[src/rtl/pc_trace_buffer.sv]
// Retired-instruction trace FIFO: captures {cycle, pc, instr} during a bounded
// window after reset and lets a consumer drain entries through a valid/ready port.
module pc_trace_buffer #(
  parameter int PC_W       = 32,
  parameter int INSTR_W    = 32,
  parameter int DEPTH      = 16,
  parameter int MAX_CYCLES = 40,
  parameter int WRAP       = 1
) (
  input  logic                   clk,
  input  logic                   reset,
  input  logic                   cap_en,
  input  logic [PC_W-1:0]        pc,
  input  logic [INSTR_W-1:0]     instr,
  input  logic                   rd_ready,
  output logic                   rd_valid,
  output logic [PC_W-1:0]        rd_pc,
  output logic [INSTR_W-1:0]     rd_instr,
  output logic [15:0]            rd_cycle,
  output logic [$clog2(DEPTH):0] count,
  output logic                   full,
  output logic                   empty,
  output logic [15:0]            overflow_cnt,
  output logic                   done
);

  localparam int            AW      = $clog2(DEPTH);
  localparam int            EW      = 16 + PC_W + INSTR_W;
  localparam logic [15:0]   MAX_C   = 16'(MAX_CYCLES);
  localparam logic [AW:0]   DEPTH_C = (AW+1)'(DEPTH);
  localparam logic          WRAP_EN = (WRAP != 0);

  logic [EW-1:0] mem [DEPTH];
  logic [AW-1:0] head;
  logic [AW-1:0] tail;
  logic [15:0]   cycle;

  logic push_req;
  logic pop;
  logic lost;
  logic wr_en;
  logic head_adv;
  logic cnt_inc;
  logic cnt_dec;

  // Read port handshake: an entry transfers on any rising edge where
  // rd_valid and rd_ready are both 1; rd_valid never depends on rd_ready.
  assign empty    = (count == '0);
  assign full     = (count == DEPTH_C);
  assign rd_valid = ~empty;
  assign done     = (cycle == MAX_C);

  assign {rd_cycle, rd_pc, rd_instr} = mem[head];

  assign push_req = cap_en & ~done;
  assign pop      = rd_valid & rd_ready;
  // A push into a full buffer with no pop either overwrites the oldest entry
  // or is dropped; both count as a lost sample.
  assign lost     = push_req & full & ~pop;
  assign wr_en    = push_req & (~lost | WRAP_EN);
  assign head_adv = pop | (lost & WRAP_EN);
  assign cnt_inc  = push_req & ~full & ~pop;
  assign cnt_dec  = pop & ~push_req;

  always_ff @(posedge clk) begin
    if (!reset) begin
      head         <= '0;
      tail         <= '0;
      count        <= '0;
      cycle        <= '0;
      overflow_cnt <= '0;
    end else begin
      if (cycle != MAX_C) begin
        cycle <= cycle + 16'd1;
      end
      if (wr_en) begin
        tail <= tail + AW'(1);
      end
      if (head_adv) begin
        head <= head + AW'(1);
      end
      if (cnt_inc) begin
        count <= count + (AW+1)'(1);
      end else if (cnt_dec) begin
        count <= count - (AW+1)'(1);
      end
      if (lost && (overflow_cnt != 16'hFFFF)) begin
        overflow_cnt <= overflow_cnt + 16'd1;
      end
    end
  end

  // Storage is not reset; rd_valid hides whatever it holds until it is rewritten.
  always_ff @(posedge clk) begin
    if (reset && wr_en) begin
      mem[tail] <= {cycle, pc, instr};
    end
  end

endmodule
[config.mk]
export PLATFORM = sky130hd
export DESIGN_NAME = pc_trace_buffer
export DESIGN_NICKNAME = d
export VERILOG_FILES = /design/src/rtl/pc_trace_buffer.sv
export SDC_FILE = /design/constraint.sdc
export NUM_CORES = 1
export LEC_CHECK = 0
export ABC_AREA = 1
export CORE_MARGIN = 5
export CORE_UTILIZATION = 35
export DETAILED_ROUTE_END_ITERATION = 8
export PLACE_DENSITY_LB_ADDON = 0.12
export SLEW_MARGIN = 0
export SYNTH_ARGS = -nofsm -noshare
export SYNTH_HDL_FRONTEND = slang
export SYNTH_SLANG_ARGS = --single-unit
[constraint.sdc]
create_clock -name clk -period 22.3 [get_ports clk]
set_input_delay 4.46 -clock clk [delete_from_list [all_inputs] [get_ports clk]]
set_output_delay 4.46 -clock clk [all_outputs]
set_load 0.02 [all_outputs]
==> results of run 1 <==
stage by stage:
step                hold slack, ps  std cells  instance area [um2]  utilization, %  worst slack, ps
floorplan                      466       3780                51900               -            11310
global placement               476       5669                55400            37.6            13780
detailed placement             480       5669                55400            37.6            13790
CTS                            499       5936                60100            40.7            12900
global route                   536       5936                60100            40.7            12730
finish                         504       5937                60100            40.7            13060
worst paths after layout:
path	from	endpoint	slack [ps]	depth (start not counted)
setup / recovery	register	rd_cycle[15]	13060	7
hold / removal	head[3]$_SDFFE_PN0N_	register	500	2
setup reg to reg	cycle[0]$_SDFFE_PN0N_	mem[7][55]$_DFFE_PP_	17710	11
hold reg to reg	head[3]$_SDFFE_PN0N_	register	500	2
Yosys cell counts (2+ instances only):
| library cell | count | area share, % |
|---|---|---|
| nand3_1 | 137 | 1.3 |
| clkbuf_2 | 10 | 0.096 |
| a21oi_2 | 9 | 0.15 |
| nand2_4 | 2 | 0.043 |
| inv_2 | 6 | 0.043 |
| clkbuf_1 | 157 | 1.1 |
| o211ai_1 | 53 | 0.77 |
| inv_1 | 35 | 0.25 |
| nor2_1 | 700 | 5.1 |
| o22ai_1 | 53 | 0.64 |
| dfxtp_1 | 49 | 1.9 |
| edfxtp_1 | 1280 | 74 |
| nand2_1 | 167 | 1.2 |
| buf_4 | 8 | 0.12 |
| ha_1 | 11 | 0.27 |
| xnor2_1 | 5 | 0.084 |
| buf_6 | 7 | 0.15 |
| o21ai_1 | 25 | 0.24 |
| buf_2 | 77 | 0.74 |
| nand2_2 | 11 | 0.13 |
| o21bai_1 | 2 | 0.029 |
| nor3b_1 | 2 | 0.029 |
| buf_1 | 13 | 0.094 |
| a21oi_1 | 26 | 0.25 |
| nor2_2 | 6 | 0.072 |
| nor3_1 | 15 | 0.14 |
| xor2_1 | 11 | 0.19 |
| o221ai_1 | 267 | 4.5 |
| o21ai_0 | 627 | 6.0 |
area by class of cell:
class                      count  area [um2]
fill                       13700       87400
sequential                  1329       39400
multi-input combinational   2136       11200
inverter                      43         205
tap                         1930        2410
clock inverter                67         568
antenna                        1        2.50
timing repair buffer         231        2210
clock buffer                 200        4060
worst max-delay path, delay by kind of cell, from the launching register on:
kind	cells	cell delay [ps]
AO/OA/AOI/OAI	2	490
buffers and inverters	3	2210
flip-flops	1	880
AND/OR/NAND/NOR	2	360
power groups by stage:
stage,sequential [mW],clock [mW],combinational [mW]
3_5_place_dp,2.85,0,1.61
2_1_floorplan,2.83,0,1.01
6_report,2.80,2.34,1.59
3_3_place_gp,2.85,0,1.61
5_1_grt,2.80,2.50,1.75
4_1_cts,2.80,2.40,1.61
state kept, by name (all words and copies together) (netlist names), named ones only:
name	count
tail	4
cycle	16
overflow_cnt	16
mem	1280
head	4
count	5
routing by layer:
metal,global-route usage (%),vias to the layer above
met5,0,-
met4,4.24,0
met3,3.36,185
met2,30.5,742
met1,26.4,16500
li1,-,14600
cells by family (layout without fill, tap and decap cells):
| family | after synthesis | after routing |
|---|---|---|
| compound gates | 1063 | 1063 |
| xor+xnor | 16 | 16 |
| fa+ha+maj | 12 | 12 |
| buf+inv | 315 | 541 |
| flops | 1329 | 1329 |
| other cells | 0 | 1 |
| simple gates | 1045 | 1045 |
==> metrics.yaml, run 1 <==
status: "complete, no violations"
cp_common_cell: "buf_4"
yosysSeqAreaShare_pct: 76.0
cts_resized: 0
syn_area_um2: 51900
power_switching_mw: 2.10
max-vdd-ir-drop_v: 0.0000927
crit_chain: "buf_4 > buf_4 > o21ai_0 > o221ai_1 > nand3_1 > nand2_1 > clkdlybuf4s50_1"
cts_buffers: 148
most-common-layout-cells: "edfxtp_1 (1,280), nor2_1 (692), o21ai_0 (627), o221ai_1 (267), clkdlybuf4s50_1 (172)"
ys_types: 38
cp_max_fo: 73
synth_top_family_by_area: "compound AO/OA/AOI/OAI gates"
final_max_slew_viol_count: 0
avgViaCountPerCell: 5.39
io_pins: 173
drt_iter0_drc: 2453
post-route-min-period_ps: 9240
cts-root-buf: "clkbuf_16"
synth_simple_gate_area_share_pct: 8.12
worstSetupStartpointType: "register"
die_x_um: 395
synthArstFlopShare_pct: 0
power_frac_comb_pct: 23.6
drt_wl_total_um: 149000
clockBufferDepth: 3
dr_total_vias: 32000
antenna_found_initial: 2
routedWlPerCell_um: 25.2
ys.flop_type: "edfxtp_1"
cellPowerDensity_nw_per_um2: 112
clk_pin_slew_ps: 50
cts_tree: "yes"
skew_ps: 29.8
clk-insertion-delay-late_ps: 780
fmax_mhz: 108
synth_fa_ha_area_share_pct: 0.304
critical_path_required_ps: 17840
drt-met1-wl_um: 69000
hold_violations: 0
power_frac_seq_pct: 41.6
grt_pass1_vias: 31500
cts_sinks: 1329
synth-xor-area-share_pct: 0.270
power.internal_mw: 4.62
synth_compound_area_share_pct: 12.7
die-area_um2: 156000
syn-instance-count: 3780
syn_nets: 3860
hold_path.class: "reg2reg"
place.gp.congestion: 0.715
dp_hpwl_um: 67500
dr.pass1.iters: 5
fin_nets: 3969
fin_setup_tns_ps: 0
grt_usage_pct: 18.8
post_cts_buffers: 0
rsz0062_at_grt: "false"
crit_path_end_kind: "output pin"
highest_layer: "met4"
synth_edf_count: 1280
cp.arrival_ps: 4780
synth.area.mux_share_pct: 0
cts_max_level: 4
rows: 141
final_common_cell: "edfxtp_1"
ys_ff_latch: 1329
max-cap-violations: 0
layout-drive-gt1-share_pct: 7.79
cpPeakStageDelay_ps: 880
pwr-share-clk_pct: 34.8
ctsHoldBuffers: 0
max_slew_margin_pct: 9.59
worstMarginPinSlew_ps: 1360
yosys_warnings: 0
crit_type: "reg2out"
wl_met3_um: 6790
post-route-period-util_pct: 41.4
ant_nets: 0
cp_slowest_cell: "dfxtp_4"
leakage_nw: 19.2
initial_core_util_pct: 35.2
grt_max_degree: 292
die_h_um: 395
met2_length_um: 71000
route.detailed.drc: 0
syn_to_final_growth_pct: 15.8
finalPower_mw: 6.72
setup_viol: 0
avgSynthCellArea_um2: 13.7
core_um2: 147000
grt_overflow_total: 0
switching_share_pct: 31.3
placement.io_buffers: 172
grt_pass1_wl_um: 219000
No activity file was read; power rests on OpenSTA's default activity.
==> inputs of run 2 (changes only) <==
==> constraint.sdc (replaced) <==
create_clock -name clk -period 7.9 [get_ports clk]
set_input_delay 1.58 -clock clk [delete_from_list [all_inputs] [get_ports clk]]
set_output_delay 1.58 -clock clk [all_outputs]
set_load 0.02 [all_outputs]
==> metrics.yaml, run 2 (same netlist as run 1, synthesis figures left out) <==
status: "complete, no violations"
route.detailed.drc: 0
cpPeakStageDelay_ps: 860
reg2reg_slack_ps: 3740
layout_setup_ws_ps: 1670
fin_nets: 3973
most-common-layout-cells: "edfxtp_1 (1,280), nor2_1 (692), o21ai_0 (627), o221ai_1 (267), clkdlybuf4s50_1 (172)"
dp_hpwl_um: 67400
drt_wl_total_um: 147000
worstMarginPinSlew_ps: 1170
cts_tree: "yes"
hold_violations: 0
cts_max_level: 4
layout-drive-gt1-share_pct: 7.87
worstHoldPathCells: 2
io_pins: 173
final_max_slew_viol_count: 0
ant_nets: 0
cp.arrival_ps: 4650
placement.io_buffers: 172
reg_top3: "mem: 1280 flops, cycle: 16 flops, overflow_cnt: 16 flops"
worstSetupStartpointType: "register"
drt_iter0_drc: 2361
rows: 141
cts_resized: 0
grt_max_degree: 332
cts_buffers: 148
rsz0062_at_grt: "false"
pre_cts_slack_ps: 2360
leakage_nw: 19.2
post-route-util_pct: 40.7
die-area_um2: 156000
dr.pass1.iters: 5
instances_no_fill: 5937
initial_core_util_pct: 35.2
max-vdd-ir-drop_v: 0.000285
cellPowerDensity_nw_per_um2: 315
core_um2: 147000
die_h_um: 395
clk_pin_slew_ps: 60
grt_usage_pct: 18.5
cp_slowest_cell: "buf_4"
dr_total_vias: 32000
ff2ff_path_depth: 10
placed_area_um2: 55500
largest_reg_flops: 1280
antenna_found_initial: 7
fmax_mhz: 161
max-cap-violations: 0
max_slew_margin_pct: 22.0
fin_setup_tns_ps: 0
grt_overflow_total: 0
crit-reg2reg-launch: "cycle[0]$_SDFFE_PN0N_"
ctsHoldBuffers: 0
clockBufferDepth: 3
clk-insertion-delay-late_ps: 780
cts-root-buf: "clkbuf_16"
regMostFlops: "mem"
cp_max_fo: 201
skew_ps: 25.0
setup_viol: 0
place.gp.congestion: 0.705
die_x_um: 395
r2r-end: "mem[11][76]$_DFFE_PP_"
final_common_cell: "edfxtp_1"
crit_type: "reg2out"
post_cts_buffers: 0
post-route-min-period_ps: 6230
syn_to_final_growth_pct: 15.7
dp_cells: 5673
crit_path_end_kind: "output pin"
hold_path.class: "reg2reg"
grt_pass1_wl_um: 216000
post-route-period-util_pct: 78.8
cts_sinks: 1329
min-delay-start: "head[3]$_SDFFE_PN0N_"
routedWlPerCell_um: 24.8
final_cell_area_um2: 60000
grt_pass1_vias: 31900
avgViaCountPerCell: 5.39
critical_path_required_ps: 6320
crit_chain: "buf_12 > buf_4 > o21ai_0 > o221ai_1 > nand3_1 > nand2_1 > clkdlybuf4s50_1"
[run 2: cell types whose count changed in the layout (fill, tap and decap cells not counted), moves of 3 or more]
cell,previous run,this run
clkbuf_8,5,0
inv_6,5,9
clkinv_2,13,16
clkinv_4,0,3
clkinvlp_4,6,3
clkbuf_1,42,36
[run 2: stage by stage]
stage               hold slack (ps)  power, mW
finish                          489       18.9
global route                    530       19.8
CTS                             494       19.2
detailed placement              486       12.6
global placement                476       12.6
floorplan                       466       10.8
[run 2: worst max path at each step]
| stage | cells after the start | to | start |
|---|---|---|---|
| floorplan | 3 | mem[10][0]$_DFFE_PP_ | reset |
| global placement | 7 | rd_instr[19] | register |
| detailed placement | 7 | rd_instr[22] | register |
| CTS | 7 | rd_instr[22] | register |
| global route | 7 | rd_instr[19] | register |
| finish | 7 | rd_instr[29] | register |
[run 2: final cells by class]
class                   instances  area [um2]
diodes                          3        7.51
clock buffers                 187        3910
clock inverters                74         619
fillers                     13700       87400
inverters                      43         205
multi-input cells            2136       11200
flip-flops and latches       1329       39400
well taps                    1930        2410
repair buffers                235        2270
[run 2: worst max-delay path, delay by kind of cell (launching register included)]
family | cells | cell delay [ps]
buf+inv | 3 | 2140
simple gates | 2 | 310
flops | 1 | 840
compound gates | 2 | 480
[run 2: power breakdown]
| group | switching, mW | total [mW] | internal, mW | leakage [nW] |
|---|---|---|---|---|
| sequential | 0.102 | 7.88 | 7.78 | 12.3 |
| combinational | 3.05 | 4.49 | 1.44 | 4.67 |
| clock | 2.77 | 6.53 | 3.76 | 2.20 |
| total | 5.92 | 18.9 | 13.0 | 19.2 |
[run 2: layer usage]
| metal | track usage [%] | up-vias | wire (um) |
|---|---|---|---|
| li1 | - | 14600 | - |
| met1 | 25.5 | 16400 | 67800 |
| met2 | 30.1 | 725 | 69300 |
| met3 | 3.19 | 227 | 6550 |
| met4 | 5.65 | 2 | 3630 |
| met5 | 0 | - | 17 |
